File: config.mk
export PLATFORM = sky130hd
export DESIGN_NAME = fir_stream_arbiter
export DESIGN_NICKNAME = d
export VERILOG_FILES = /design/src/rtl/fir_stream_arbiter.sv
export SDC_FILE = /design/constraint.sdc
export NUM_CORES = 1
export LEC_CHECK = 0
export BUFFER_PORTS_ARGS = -buffer_cell sky130_fd_sc_hd__buf_2
export CORE_MARGIN = 3
export CORE_UTILIZATION = 31
export CTS_CLUSTER_DIAMETER = 150
export CTS_CLUSTER_SIZE = 14
export DETAILED_ROUTE_END_ITERATION = 7
export GPL_TIMING_DRIVEN = 1
export PLACE_DENSITY = 0.8
export SLEW_MARGIN = 20
export SYNTH_ARGS = -nofsm -noshare
export SYNTH_HDL_FRONTEND = slang
export SYNTH_SLANG_ARGS = --single-unit
export TNS_END_PERCENT = 100
File: constraint.sdc
create_clock -name clk -period 1.8 [get_ports clk]
set_input_delay 0.36 -clock clk [delete_from_list [all_inputs] [get_ports clk]]
set_output_delay 0.36 -clock clk [all_outputs]
set_load 0.1 [all_outputs]
File: src/rtl/fir_stream_arbiter.sv
// Packet-granular round-robin arbiter sharing one fir_filter among NUM_CH AXI-Stream channels.
// Optional DRAIN watchdog and timeout_err port are enabled by defining FIR_ARB_WATCHDOG_EN.
module fir_stream_arbiter #(
    parameter int unsigned DATA_WIDTH    = 16,
    parameter int unsigned NUM_CH        = 4,
    parameter int unsigned CH_W          = $clog2(NUM_CH),
    parameter int unsigned DRAIN_TIMEOUT = 64
) (
    input  logic                         clk,
    input  logic                         rst,
    input  logic [NUM_CH*DATA_WIDTH-1:0] s_axis_tdata,
    input  logic [NUM_CH-1:0]            s_axis_tvalid,
    input  logic [NUM_CH-1:0]            s_axis_tlast,
    output logic [NUM_CH-1:0]            s_axis_tready,
    output logic [DATA_WIDTH-1:0]        fir_s_tdata,
    output logic                         fir_s_tvalid,
    output logic                         fir_s_tlast,
    input  logic                         fir_s_tready,
    input  logic [DATA_WIDTH-1:0]        fir_m_tdata,
    input  logic                         fir_m_tvalid,
    input  logic                         fir_m_tlast,
    output logic                         fir_m_tready,
    output logic [DATA_WIDTH-1:0]        m_axis_tdata,
    output logic                         m_axis_tvalid,
    output logic                         m_axis_tlast,
    output logic [CH_W-1:0]              m_axis_tdest,
    input  logic                         m_axis_tready,
`ifdef FIR_ARB_WATCHDOG_EN
    output logic                         timeout_err,
`endif
    output logic                         busy,
    output logic [CH_W-1:0]              active_ch
);

    if (NUM_CH < 2 || NUM_CH > 16 || DRAIN_TIMEOUT < 2) begin : g_param_err
        $error("fir_stream_arbiter: illegal parameter value");
    end

    typedef enum logic [1:0] {StIdle, StSend, StDrain} state_e;

    state_e          state_q, state_d;
    logic [CH_W-1:0] active_ch_q, active_ch_d;
    logic [CH_W-1:0] last_grant_q, last_grant_d;
    logic [CH_W-1:0] cand;
    logic [CH_W-1:0] req_idx;
    logic            req_found;
    logic            in_last_hs;
    logic            out_last_hs;

`ifdef FIR_ARB_WATCHDOG_EN
    localparam int unsigned WdW = $clog2(DRAIN_TIMEOUT);
    localparam logic [WdW-1:0] WdMax = WdW'(DRAIN_TIMEOUT - 1);

    logic [WdW-1:0] wd_cnt_q, wd_cnt_d;
    logic           timeout_q, timeout_d;
`endif

    // First requester found scanning upward from the channel after the previous grant.
    always_comb begin
        req_found = 1'b0;
        req_idx   = '0;
        cand      = '0;
        for (int unsigned k = 1; k <= NUM_CH; k++) begin
            cand = CH_W'((32'(last_grant_q) + k) % NUM_CH);
            if (!req_found && s_axis_tvalid[cand]) begin
                req_found = 1'b1;
                req_idx   = cand;
            end
        end
    end

    always_comb begin
        s_axis_tready = '0;
        fir_s_tvalid  = 1'b0;
        fir_s_tlast   = 1'b0;
        fir_s_tdata   = s_axis_tdata[active_ch_q*DATA_WIDTH +: DATA_WIDTH];
        if (state_q == StSend) begin
            fir_s_tvalid               = s_axis_tvalid[active_ch_q];
            fir_s_tlast                = s_axis_tlast[active_ch_q];
            s_axis_tready[active_ch_q] = fir_s_tready;
        end
    end

    assign in_last_hs  = fir_s_tvalid & fir_s_tready & fir_s_tlast;
    assign out_last_hs = fir_m_tvalid & m_axis_tready & fir_m_tlast;

    always_comb begin
        state_d      = state_q;
        active_ch_d  = active_ch_q;
        last_grant_d = last_grant_q;
`ifdef FIR_ARB_WATCHDOG_EN
        wd_cnt_d     = '0;
        timeout_d    = 1'b0;
`endif
        unique case (state_q)
            StIdle: begin
                if (req_found) begin
                    active_ch_d  = req_idx;
                    last_grant_d = req_idx;
                    state_d      = StSend;
                end
            end
            StSend: begin
                // A flushed tlast arriving with the input tlast closes the packet at once.
                if (in_last_hs) begin
                    state_d = out_last_hs ? StIdle : StDrain;
                end
            end
            StDrain: begin
                if (out_last_hs) begin
                    state_d = StIdle;
                end
`ifdef FIR_ARB_WATCHDOG_EN
                else if (wd_cnt_q == WdMax) begin
                    state_d   = StIdle;
                    timeout_d = 1'b1;
                end else begin
                    wd_cnt_d = wd_cnt_q + WdW'(1);
                end
`endif
            end
            default: state_d = StIdle;
        endcase
    end

    always_ff @(posedge clk or negedge rst) begin
        if (!rst) begin
            state_q      <= StIdle;
            active_ch_q  <= '0;
            last_grant_q <= CH_W'(NUM_CH - 1);
        end else begin
            state_q      <= state_d;
            active_ch_q  <= active_ch_d;
            last_grant_q <= last_grant_d;
        end
    end

`ifdef FIR_ARB_WATCHDOG_EN
    always_ff @(posedge clk or negedge rst) begin
        if (!rst) begin
            wd_cnt_q  <= '0;
            timeout_q <= 1'b0;
        end else begin
            wd_cnt_q  <= wd_cnt_d;
            timeout_q <= timeout_d;
        end
    end

    assign timeout_err = timeout_q;
`endif

    assign m_axis_tdata  = fir_m_tdata;
    assign m_axis_tvalid = fir_m_tvalid;
    assign m_axis_tlast  = fir_m_tlast;
    assign fir_m_tready  = m_axis_tready;
    assign m_axis_tdest  = active_ch_q;
    assign active_ch     = active_ch_q;
    assign busy          = (state_q != StIdle);

endmodule

==> results of run 1 <==
## how the worst min path moves through the flow
stage,startpoint,end,cells after the start
after floorplan,rst,state_q[0],0
after global placement,rst,state_q[1],1
after detailed placement,rst,state_q[1],1
after CTS,m_axis_tready,state_q[1],2
after global routing,m_axis_tready,state_q[1],2
final,m_axis_tready,state_q[1],2
## worst reg2reg max path: stages, from the launching register on
cell     delay (ns)
dfrtp_4        0.46
mux4_2         0.55
buf_4          0.15
buf_4          0.12
a31oi_1        0.16
a31oi_1        0.06
## registers in the layout, indices dropped and copies added (netlist names)
| signal | count |
|---|---|
| active_ch | 2 |
| state_q | 2 |
| last_grant_q | 2 |
## metrics by stage
step	cell area (um2)	instances	setup TNS [ns]	hold slack, ns	utilization (%)
floorplan	1172	100	-3.873	0.06441	-
global placement	1754	233	-0.6830	0.1888	56.08
detailed placement	1754	233	-0.8449	0.1914	56.08
CTS	1929	240	-2.673	0.2956	61.68
global route	1986	242	-3.400	0.3179	63.48
finish	1986	242	-2.420	0.3036	63.48
## routing by layer
| layer | part of all wire, % | routed length (um) |
|---|---|---|
| met1 | 32 | 1460 |
| met2 | 56 | 2568 |
| met3 | 8.4 | 387 |
| met4 | 3.6 | 167 |
| met5 | 0 | 0 |
## what timing repair did
action                                  CTS  global route
hold buffers                              1             0
endpoints found under the setup margin   22            22
setup buffers                             2             1
endpoints found under the hold margin     4             0
resized for setup                        35             5
pin swaps                                 2             2
cloned                                    0             1
## cell usage in the layout, fill, tap and decap left out, types with 3 or more instances in the layout
| cell type | instances |
|---|---|
| buf_2 | 81 |
| mux4_2 | 17 |
| buf_6 | 17 |
| buf_12 | 13 |
| nor2_1 | 7 |
| buf_4 | 6 |
| nand2_1 | 5 |
| nor3_4 | 4 |
| nor2b_1 | 3 |
| a21oi_1 | 3 |
| nor3b_1 | 3 |
| clkbuf_4 | 3 |
## cell type report
class,instances,share of cell area [%]
inverters,2,0.7561
well taps,44,2.773
multi-input cells,67,39.89
flip-flops and latches,6,8.066
clock buffers,4,1.323
repair buffers,119,47.20
## kinds of logic after synthesis
family                 count (synthesis)  synth area share [%]
and+or+nand+nor                       37                 20.22
buffers and inverters                 27                 17.94
muxes                                 19                 38.52
AOI/OAI and AO/OA                     11                 8.732
DFF                                    6                 14.59
==> impl_metrics.csv, run 1 <==
group,metric,value,unit
status,status,"finished, violations left",
status,violations,"setup timing",
flow_run,max-cap-violations,0,
synth,synth_edf_count,0,
synth,syn_area_per_cell,10.46,um2
floorplan,ioPinCount,140,
synth,synth_area,1046,um2
cts,h-tree-depth,1,
global_route,grt_util_met2,40.13,%
placed_design,gp_congestion,0.8133,
timing,worstMarginPinSlew,0.4854,ns
floorplan,die_area,4107,um2
layout,area_delta_synth_final,89.83,%
timing,report.final.slew_viol_count,0,
setup_path,path_max_fanout,3,
timing,rsz0062_at_grt,"true",
setup_path,crit_chain,"mux4_2, and2_4, buf_12",
timing,timing.final.ws_setup,-0.1634,ns
global_route,grt_usage,20.69,%
setup_path,endpoint,"fir_s_tvalid",
placed_design,io_buffer_count,107,
layout,regArea,160.2,um2
layout,multi_input_area,792.0,um2
timing,skew,0.002597,ns
detailed_routing,wire_per_inst,18.94,um
setup_path,rr_worst_depth,5,
setup_path,path_buf_inv,1,
cts,cts_buffer_depth,2,
synth,synth_top_cell_by_area,"mux4_2",
global_route,use_met3,5.272,%
timing,final-hold-violation-count,0,
setup_path,path_depth,3,
floorplan,core,3128,um2
layout,fillers,212,
setup_path,crit_type,"flop to output pin",
global_route,overflow,0,
layout,layout-drive-gt1-share,80.81,%
layout,num_antenna_cells,0,
cts,insertion_delay,0.25,ns
setup_path,cpPeakStageDelay,0.55,ns
setup_path,rrSetupSlack,0.18,ns
global_route,grt_pass1_wl,6.603,mm
synth,ys.flop_type,"dfrtp_1",
cts,cts-buffers-inserted,3,
synth,yosys_warnings,0,
setup_path,cpLargestDelayFamily,"multiplexers",
hold_path,hold_class,"primary input to flop",
synth,synth_fp_nets,194,
cts,clkTransAtPathRegs,0.05,ns
floorplan,die_h,64.09,um
global_route,grtUsageMet1,20.99,%
setup_path,setup.worst_path.start,"active_ch[1]",
floorplan,core.rowCount,20,
timing,max_freq,509.3,MHz
global_route,antenna_found_initial,0,
floorplan,die_w,64.09,um
detailed_routing,drt_pass1_iterations,4,
timing,min_period,1.963,ns
placed_design,post-place-ws,-0.06958,ns
setup_path,cp_data_required_time,1.44,ns
layout,layout.nets,293,
synth,ys_types,31,
setup_path,crit_arrival,1.60,ns
synth,synth_common_cells,"buf_4, mux4_2, nor2_1",
synth,synth_area_leaders,"mux4_2, buf_4, dfrtp_1",
detailed_routing,drtIter0Drc,71,
cts,root_buffer,"clkbuf_4",
synth,yosysMostFrequentCell,"buf_4",
global_route,grt.busiest_layer,"met2",
detailed_routing,vias,1279,
floorplan,initial_core_util,33.44,%
detailed_routing,avgViaCountPerCell,5.285,
synth,synth_cells,100,
setup_path,rr_endpoint,"state_q[1]",
detailed_routing,drc,0,
timing,slew_headroom,67.86,%
global_route,grt_max_degree,24,
detailed_routing,drtAntennaViolNets,0,
cts,cts_tree,"done",
setup_path,cp-start-kind,"flop",
detailed_routing,wl,4.584,mm
setup_path,worstSetupEndpointType,"output pin",
synth,async_flop_share,100.0,%
timing,post-route-period-util,109.1,%
synth,ys_seq_area_share,14.59,%
cts,clock-sinks,6,
synth,synth_top_area_share,36.60,%
setup_path,timing.rr.start,"active_ch[1]",
synth,ys_seq_elements,6,
placed_design,hpwl,3.176,mm
setup_path,crit_slowest_cell,"mux4_2",
global_route,grt_pass1_vias,1284,
timing,final-setup-viol-count,20,
Power of run 1 is left out: the tool's default activity adds up to more than one toggle a clock period on the data nets, which glitch-free logic cannot reach.
==> inputs of run 2 (changes only) <==
Settings changed: REMOVE_ABC_BUFFERS set to 1.
==> run 2 against run 1 <==
  * The flow still finishes with violations (setup timing)
  * Register-to-register slack lost 0.08 ns
  * Core utilization is 0.32 points higher
  * Critical path depth did not move
  * Sequential cell count unchanged
  * Maximum frequency up 0.50%
==> impl_metrics.csv, run 2 (same netlist as run 1, synthesis figures left out) <==
group,metric,value,unit
global_route,grt_pass1_wl,7.472,mm
setup_path,worstSetupEndpointType,"output pin",
setup_path,cp-start-kind,"flop",
floorplan,core.rowCount,20,
setup_path,timing.rr.start,"active_ch[1]",
timing,post-route-period-util,108.5,%
setup_path,rrSetupSlack,0.10,ns
flow_run,max-cap-violations,0,
floorplan,initial_core_util,33.44,%
setup_path,cpPeakStageDelay,0.52,ns
detailed_routing,drtAntennaViolNets,0,
layout,layout_common_cells,"buf_2, mux4_2, buf_6",
global_route,grt.busiest_layer,"met2",
floorplan,core,3128,um2
timing,final-hold-violation-count,0,
status,status,"finished, violations left",
status,violations,"setup timing",
setup_path,crit_chain,"clkbuf_16, mux4_2, buf_6",
detailed_routing,drtIter0Drc,131,
global_route,grt_util_met2,42.58,%
timing,max_freq,511.8,MHz
detailed_routing,wl,5.594,mm
hold_path,hold_class,"primary input to flop",
timing,min_period,1.954,ns
global_route,overflow,0,
setup_path,crit_type,"flop to output pin",
detailed_routing,avgViaCountPerCell,5.528,
layout,layout-drive-gt1-share,81.09,%
detailed_routing,drt_pass1_iterations,4,
floorplan,die_area,4107,um2
floorplan,ioPinCount,140,
detailed_routing,vias,1360,
timing,timing.final.ws_setup,-0.1537,ns
placed_design,hpwl,3.398,mm
timing,report.final.slew_viol_count,0,
placed_design,gp_congestion,0.8518,
cts,root_buffer,"clkbuf_4",
global_route,grt_max_degree,19,
setup_path,endpoint,"fir_s_tdata[15]",
cts,cts_buffer_depth,2,
detailed_routing,wire_per_inst,22.74,um
layout,layout.nets,296,
timing,worstMarginPinSlew,0.5061,ns
setup_path,crit_arrival,1.59,ns
setup_path,setup.worst_path.start,"active_ch[0]",
global_route,grt_pass1_vias,1457,
timing,fin_tns_setup,-2.379,ns
timing,skew,0.009788,ns
layout,multi_input_area,803.3,um2
setup_path,cp_data_required_time,1.44,ns
setup_path,crit_slowest_cell,"mux4_2",
setup_path,path_max_fanout,9,
setup_path,rr_worst_depth,6,
global_route,grt_usage,23.97,%
hold_path,holdCritStartpoint,"m_axis_tready",
cts,cts-buffers-inserted,3,
floorplan,die_w,64.09,um
timing,slew_headroom,66.49,%
placed_design,io_buffer_count,107,
layout,layout_commonest_cell,"buf_2",
cts,cts_tree,"done",
global_route,antenna_found_initial,1,
detailed_routing,drc,0,
setup_path,rr_endpoint,"state_q[1]",
cts,clock-sinks,6,
layout,fillers,229,
timing,rsz0062_at_grt,"true",
layout,regArea,153.9,um2
global_route,grtUsageMet1,22.57,%
floorplan,die_h,64.09,um
cts,insertion_delay,0.25,ns
cts,h-tree-depth,1,
layout,area_delta_synth_final,90.79,%
global_route,use_met3,8.963,%
cts,clkTransAtPathRegs,0.05,ns
timing,final-setup-viol-count,19,
## run 2: critical path, delay by kind of cell (launching register included)
| kind | cells | cell delay [ns] |
|---|---|---|
| muxes | 1 | 0.52 |
| DFF | 1 | 0.43 |
| buffers and inverters | 2 | 0.39 |
## run 2: final cells by class
cell class                 instances  share of cell area [%]
multi-input combinational         67                   40.25
sequential                         6                   7.712
timing repair buffer             122                   47.46
clock buffer                       4                   1.317
inverter                           2                  0.3762
antenna                            1                  0.1254
tap                               44                   2.759
## run 2: worst min path at each step
stage	to	slack, ns	cells past startpoint
after floorplan	active_ch[0]	0.06	0
after global placement	state_q[1]	0.19	1
after detailed placement	state_q[1]	0.19	1
after CTS	state_q[1]	0.31	2
after global routing	state_q[1]	0.31	2
final	state_q[1]	0.32	2
## run 2: what timing repair did
| item | 4_1_cts | 5_1_grt |
|---|---|---|
| pin swaps | 1 | 2 |
| hold buffers | 1 | 0 |
| endpoints found under the hold margin | 4 | 0 |
| setup buffers | 4 | 2 |
| resized for setup | 45 | 11 |
| setup endpoints to repair | 20 | 22 |
| cloned | 0 | 1 |
## run 2: stage by stage
stage | util, % | cell area, um2 | std cells | setup WS (ns) | hold WS, ns
after global placement | 53.44 | 1672 | 233 | 0.04693 | 0.1866
after floorplan | - | 865.8 | 75 | -3.066 | 0.06441
after detailed placement | 53.44 | 1672 | 233 | 0.007150 | 0.1905
after global routing | 63.80 | 1996 | 246 | -0.1983 | 0.3119
final | 63.80 | 1996 | 246 | -0.1537 | 0.3231
after CTS | 61.00 | 1908 | 242 | -0.1639 | 0.3140
## run 2: routing by layer
layer,wire (um),up-vias
met4,351,0
met3,602,26
met1,1665,645
li1,-,569
met5,0,-
met2,2975,120
Power of run 2 is left out for the same reason.
